===== src/rtl/lcd_sfr_sequencer.sv =====
// HD44780 character-LCD sequencer on the DW8051 SFR bus.
// The CPU queues command/data bytes through SFR writes; a FIFO buffers them and a
// small FSM drives LCD_RS/LCD_EN/LCD_DATA with setup, pulse, hold and execution waits.
// Optional power-on init sequence: define LCD_INIT_SEQ_EN.
module lcd_sfr_sequencer #(
  parameter int unsigned FIFO_DEPTH = 8,
  parameter logic [7:0]  ADDR_CMD   = 8'hF9,
  parameter logic [7:0]  ADDR_DAT   = 8'hFA,
  parameter logic [7:0]  ADDR_STAT  = 8'hFB,
  parameter logic [7:0]  ADDR_CTRL  = 8'hFC,
  parameter int unsigned T_SU       = 2,
  parameter int unsigned T_PW       = 25,
  parameter int unsigned T_H        = 2,
  parameter int unsigned T_SHORT    = 2000,
  parameter int unsigned T_LONG     = 82000
) (
  input  logic       clk,
  input  logic       rst,
  input  logic [7:0] sfr_addr,
  input  logic [7:0] sfr_wdata,
  input  logic       sfr_wr,
  input  logic       sfr_rd,
  output logic [7:0] sfr_rdata,
  output logic       rd_hit,
  output logic [7:0] LCD_DATA,
  output logic       LCD_EN,
  output logic       LCD_RS,
  output logic       LCD_RW,
  output logic       LCD_ON,
  output logic       LCD_BLON
);

  function automatic int unsigned max2(input int unsigned a, input int unsigned b);
    return (a > b) ? a : b;
  endfunction

`ifdef LCD_INIT_SEQ_EN
  localparam int unsigned T_INIT = 750000;
`else
  localparam int unsigned T_INIT = 0;
`endif

  localparam int unsigned AW    = (FIFO_DEPTH > 1) ? $clog2(FIFO_DEPTH) : 1;
  localparam int unsigned CW    = $clog2(FIFO_DEPTH) + 1;
  localparam int unsigned T_MAX = max2(max2(max2(T_SU, T_PW), max2(T_H, T_SHORT)),
                                       max2(T_LONG, T_INIT));
  localparam int unsigned TW    = $clog2(T_MAX) + 1;

  typedef enum logic [2:0] {StIdle, StSetup, StEnHi, StHold, StWait, StInit} state_e;

  // Address decode and bus strobes
  logic hit_cmd, hit_dat, hit_stat, hit_ctrl;
  logic push, flush, push_ok, pop, stat_rd;
  logic fifo_full, fifo_empty;

  assign hit_cmd  = (sfr_addr == ADDR_CMD);
  assign hit_dat  = (sfr_addr == ADDR_DAT);
  assign hit_stat = (sfr_addr == ADDR_STAT);
  assign hit_ctrl = (sfr_addr == ADDR_CTRL);
  assign push     = sfr_wr & (hit_cmd | hit_dat);
  assign flush    = sfr_wr & hit_ctrl & sfr_wdata[1];
  assign stat_rd  = sfr_rd & hit_stat;
  // A flush swallows a coinciding push.
  assign push_ok  = push & ~fifo_full & ~flush;

  // FIFO state
  logic [8:0]    mem_q [FIFO_DEPTH];
  logic [AW-1:0] wr_ptr_q, rd_ptr_q;
  logic [CW-1:0] count_q;
  logic [8:0]    head;

  assign fifo_full  = (count_q == CW'(FIFO_DEPTH));
  assign fifo_empty = (count_q == '0);
  assign head       = mem_q[rd_ptr_q];

  // FIFO storage, entry is {rs, byte}
  always_ff @(posedge clk) begin
    if (push_ok) mem_q[wr_ptr_q] <= {hit_dat, sfr_wdata};
  end

  // FIFO pointers and occupancy; flush wins over everything else
  always_ff @(posedge clk or posedge rst) begin
    if (rst) begin
      wr_ptr_q <= '0;
      rd_ptr_q <= '0;
      count_q  <= '0;
    end else if (flush) begin
      wr_ptr_q <= '0;
      rd_ptr_q <= '0;
      count_q  <= '0;
    end else begin
      if (push_ok) wr_ptr_q <= wr_ptr_q + AW'(1);
      if (pop)     rd_ptr_q <= rd_ptr_q + AW'(1);
      count_q <= count_q + CW'(push_ok) - CW'(pop);
    end
  end

  // Overflow flag: a drop in the same cycle as a STAT read leaves it set
  logic ovf_q, ovf_d;
  always_comb begin
    ovf_d = (push & fifo_full & ~flush) | (ovf_q & ~stat_rd);
  end

  // Overflow and control registers
  logic lcd_on_q, blon_q;
  always_ff @(posedge clk or posedge rst) begin
    if (rst) begin
      ovf_q    <= 1'b0;
      lcd_on_q <= 1'b1;
      blon_q   <= 1'b0;
    end else begin
      ovf_q <= ovf_d;
      if (sfr_wr && hit_ctrl) begin
        lcd_on_q <= sfr_wdata[0];
        blon_q   <= sfr_wdata[2];
      end
    end
  end

  // Power-on init ROM
  logic       init_pending;
  logic [7:0] init_byte;
`ifdef LCD_INIT_SEQ_EN
  logic [2:0] init_idx_q;
  logic       init_adv;
  assign init_pending = (init_idx_q != 3'd4);
  always_comb begin
    init_byte = 8'h00;
    unique case (init_idx_q)
      3'd0:    init_byte = 8'h38;
      3'd1:    init_byte = 8'h0C;
      3'd2:    init_byte = 8'h01;
      3'd3:    init_byte = 8'h06;
      default: init_byte = 8'h00;
    endcase
  end
  // Init ROM index, advances each time a ROM byte is launched
  always_ff @(posedge clk or posedge rst) begin
    if (rst)           init_idx_q <= '0;
    else if (init_adv) init_idx_q <= init_idx_q + 3'd1;
  end
`else
  assign init_pending = 1'b0;
  assign init_byte    = 8'h00;
`endif

  // FSM and bus latches
  state_e        state_q, state_d;
  logic [TW-1:0] cnt_q, cnt_d;
  logic          rs_q, rs_d;
  logic [7:0]    data_q, data_d;
  logic [TW-1:0] wait_len;
  logic          busy;

  // Clear/home commands need the long execution wait
  assign wait_len = (!rs_q && (data_q == 8'h01 || data_q == 8'h02)) ? TW'(T_LONG - 1)
                                                                     : TW'(T_SHORT - 1);

  // State register
  always_ff @(posedge clk or posedge rst) begin
    if (rst) begin
`ifdef LCD_INIT_SEQ_EN
      state_q <= StInit;
      cnt_q   <= TW'(T_INIT - 1);
`else
      state_q <= StIdle;
      cnt_q   <= '0;
`endif
      rs_q    <= 1'b0;
      data_q  <= 8'h00;
    end else begin
      state_q <= state_d;
      cnt_q   <= cnt_d;
      rs_q    <= rs_d;
      data_q  <= data_d;
    end
  end

  // Next-state logic: each timed state runs for (loaded count + 1) cycles
  always_comb begin
    state_d = state_q;
    cnt_d   = cnt_q;
    rs_d    = rs_q;
    data_d  = data_q;
    pop     = 1'b0;
`ifdef LCD_INIT_SEQ_EN
    init_adv = 1'b0;
`endif
    unique case (state_q)
      StIdle: begin
        if (init_pending) begin
`ifdef LCD_INIT_SEQ_EN
          init_adv = 1'b1;
`endif
          rs_d    = 1'b0;
          data_d  = init_byte;
          cnt_d   = TW'(T_SU - 1);
          state_d = StSetup;
        end else if (!fifo_empty) begin
          pop     = 1'b1;
          rs_d    = head[8];
          data_d  = head[7:0];
          cnt_d   = TW'(T_SU - 1);
          state_d = StSetup;
        end
      end
      StSetup: begin
        if (cnt_q == '0) begin
          cnt_d   = TW'(T_PW - 1);
          state_d = StEnHi;
        end else cnt_d = cnt_q - TW'(1);
      end
      StEnHi: begin
        if (cnt_q == '0) begin
          cnt_d   = TW'(T_H - 1);
          state_d = StHold;
        end else cnt_d = cnt_q - TW'(1);
      end
      StHold: begin
        if (cnt_q == '0) begin
          cnt_d   = wait_len;
          state_d = StWait;
        end else cnt_d = cnt_q - TW'(1);
      end
      StWait, StInit: begin
        if (cnt_q == '0) state_d = StIdle;
        else             cnt_d   = cnt_q - TW'(1);
      end
      default: state_d = StIdle;
    endcase
  end

  // Outputs decoded from state and latches
  always_comb begin
    LCD_EN   = (state_q == StEnHi);
    busy     = (state_q != StIdle) | init_pending;
    LCD_RS   = rs_q;
    LCD_DATA = data_q;
    LCD_RW   = 1'b0;
    LCD_ON   = lcd_on_q;
    LCD_BLON = blon_q;
  end

  // SFR read mux, combinational from address
  logic [3:0] cnt_disp;
  always_comb begin
    cnt_disp = (32'(count_q) > 32'd15) ? 4'd15 : 4'(count_q);
    rd_hit   = hit_stat | hit_ctrl;
    if (hit_stat)      sfr_rdata = {cnt_disp, 1'b0, ovf_q, fifo_full, busy};
    else if (hit_ctrl) sfr_rdata = {5'b0, blon_q, 1'b0, lcd_on_q};
    else               sfr_rdata = 8'h00;
  end

endmodule

===== config.mk =====
export PLATFORM = sky130hd
export DESIGN_NAME = lcd_sfr_sequencer
export DESIGN_NICKNAME = d
export VERILOG_FILES = /design/src/rtl/lcd_sfr_sequencer.sv
export SDC_FILE = /design/constraint.sdc
export NUM_CORES = 1
export LEC_CHECK = 0
export CAP_MARGIN = 20
export CORE_UTILIZATION = 35
export CTS_CLUSTER_DIAMETER = 80
export DETAILED_ROUTE_END_ITERATION = 16
export PLACE_DENSITY = 0.57
export RECOVER_POWER = 25
export SLEW_MARGIN = 20
export SYNTH_ARGS = -nofsm -noshare
export SYNTH_HDL_FRONTEND = slang
export SYNTH_SLANG_ARGS = --single-unit

===== constraint.sdc =====
create_clock -name clk -period 5.97 [get_ports clk]
set_input_delay 0.8955 -clock clk [delete_from_list [all_inputs] [get_ports clk]]
set_output_delay 0.8955 -clock clk [all_outputs]
set_load 0.1 [all_outputs]

==> run summary <==
detailed-route DRC error count -> 0
TNS Setup -> 0 ps
Total Routing Usage GR -> 15.9%
DR vias -> 3572
share of flip-flops with an asynchronous set or reset -> 37.4%
main combinational cell family by area after synthesis -> simple AND/OR/NAND/NOR gates
compound-cell area share of the yosys netlist -> 10.9%
via count normalized by instance count -> 5.45
sum of overflow across all layers after global routing -> 0
most common library cell in the layout ignoring fill and taps -> edfxtp_1
required arrival time at the worst endpoint -> 5070 ps
library cell used as clock root buffer -> clkbuf_16
Simple-Gate Fraction of Synth Area -> 12.8%
Starting DRT DRC Count -> 360
Pwr Density -> 493 nW/um2
routed length per instance -> 18.0 um
final max-slew violation count -> 0
placed wire-length estimate -> 7720 um
number of flops mapped to enable cells by yosys -> 72
largest net degree at the start of global routing -> 44
Slew @ Worst Pin -> 1060 ps
layout cells sized above 1 -> 15.2%
Final period util -> 71.3%
Core Util, Final -> 43.3%
CTS Hold Bufs -> 0
XOR/XNOR share of the synthesized area -> 1.13%
total core area -> 15100 um2
global-route wire length before repair -> 18800 um
Max Buffers Root-to-Sink -> 2
antenna violations before repair -> 0
Leak Pwr -> 2.37 nW
Num CTS Buffers -> 17
largest driver fanout on the critical path -> 5
Post-DP Area -> 5990 um2
adder-cell area share of the yosys netlist -> 2.63%
Top-Level Pins -> 42
Antenna diodes -> 0
die area -> 16000 um2
Setup-failing EPs final -> 0
post-synthesis sequential element count -> 115
mean area per synthesized cell -> 13.1 um2
clock-pin slew reported for the worst setup and hold paths after clock tree synthesis -> 50 ps
final critical-path required period -> 4250 ps
layout net count -> 485
worst min-delay path category -> reg2reg
leading cell types in the layout, fill and taps excluded -> edfxtp_1, dfrtp_1, nor2_1
startpoint types -> input pin
final hold vios -> 0
startpoint-to-endpoint class of the critical path -> in2out
upper clock frequency limit -> 235 MHz
detailed-route wire length -> 11800 um
post-synthesis instance total -> 414
Die H -> 126 um
Layout Cell Area excl Fill -> 6550 um2
Worst IR Drop VDD -> 0.249 mV
crit path setup slack, layout -> 1720 ps
TritonCTS clock tree -> built
number of warnings printed during yosys synthesis -> 0
data arrival at the endpoint of the critical path -> 3360 ps
# H-tree levels -> 4
vias in the first global route -> 3509
proportion of synthesized area in mux cells -> 9.93%
outcome -> finished, final reports clean
area grow syn2layout -> 20.9%
total of max-cap violations -> 0
tightest slew margin relative to the limit -> 28.9%
Die W -> 126 um
dominant register cell in the synthesized netlist -> edfxtp_1
clock latency on the worst-skew pair -> 420 ps
total power of the final layout -> 3.23 mW
worst slack at placement -> 1730 ps
number of gates resized after CTS -> 0
Layout Skew -> 8.43 ps
Post-CTS Repair Setup Buffers -> 0
post-synthesis cell area -> 5420 um2
Rows -> 45
count of antenna-violating nets left after detailed routing -> 0
setup repair after global routing missed its margin -> no
number of port buffers -> 39
nature of the critical path endpoint -> output pin
share of synthesized area occupied by flip-flops and latches -> 59.8%
final weighted congestion in routability-driven placement -> 0.816
first-pass iteration count of the detailed router -> 4
Clock Sinks -> 115
starting density of the core -> 35.8%
number of different library cells in the post-synthesis netlist -> 70
-- power breakdown --
part / switching [mW] / internal [mW]
sequential: 0.181 / 0.963
combinational: 0.699 / 0.432
clock: 0.382 / 0.574
-- per-layer routing --
| metal | vias to the layer above | GRT usage, % | share of wire [%] |
|---|---|---|---|
| li1 | 1673 | - | - |
| met1 | 1799 | 19.1 | 43 |
| met2 | 84 | 27.1 | 52 |
| met3 | 16 | 4.72 | 4.2 |
| met4 | 0 | 6.02 | 1.3 |
| met5 | - | 0 | 0 |
-- area by class of cell --
| cell class | instances | area, um2 |
|---|---|---|
| Fill cell | 1382 | 8590 |
| Tap cell | 188 | 235 |
| Clock inverter | 14 | 126 |
| Multi-Input combinational cell | 264 | 2050 |
| Clock buffer | 18 | 429 |
| Inverter | 13 | 48.8 |
| Timing Repair Buffer | 44 | 428 |
| Sequential cell | 115 | 3240 |
-- per-stage QoR --
stage	std cells	hold WS, ps
floorplan	415	457
global placement	624	499
detailed placement	624	494
CTS	656	507
global route	656	547
finish	656	525
-- state kept, by name, summed over array words and instances (netlist names) --
name and flops:
LCD_BLON 1, LCD_DATA 8, LCD_RS 1, ovf_q 1
wr_ptr_q 3, mem_q 72, state_q 3, cnt_q 18
LCD_ON 1, rd_ptr_q 3, cnt_disp 4
-- kinds of logic after synthesis --
family                   count (synthesis)
flip-flops                             115
multiplexers                            31
AO/OA/AOI/OAI                           85
other                                    1
XOR/XNOR                                 7
buffers and inverters                   36
adder cells (fa/ha/maj)                 11
AND/OR/NAND/NOR                        128
-- cell usage after synthesis (5+ instances only) --
cell,instances,share of area [%]
mux2i_1,11,2.0
ha_1,9,2.1
nor3b_1,5,0.69
clkbuf_1,13,0.90
nand2_1,19,1.3
mux4_2,18,7.5
xnor2_1,5,0.81
nor2_1,37,2.6
nand2b_1,5,0.58
nor4_1,6,0.69
nand3_1,12,1.1
a21oi_1,21,1.9
dfrtp_1,42,19
o21ai_0,15,1.4
inv_1,13,0.90
and3_1,7,0.81
nor3_1,10,0.92
edfxtp_1,72,40
-- critical path: stages --
cell and delay [ps]:
clkdlybuf4s50_1 550, nor3b_1 450, a22oi_1 170, nor2_1 130, clkdlybuf4s50_1 1160
-- path summary, 6_finish.rpt --
kind | from | endpoint | slack [ps] | cells after the start
setup / recovery | sfr_addr[2] | sfr_rdata[2] | 1720 | 5
min in group asynchronous | rst | cnt_q[3] | 1010 | 2
max in group asynchronous | rst | LCD_DATA[5] | 4370 | 2
hold reg to reg | ovf_q | ovf_q | 530 | 1
hold / removal | ovf_q | ovf_q | 530 | 1
setup reg to reg | state_q[1] | cnt_disp[3] | 2780 | 9
Power figures use the tool's default switching activity.
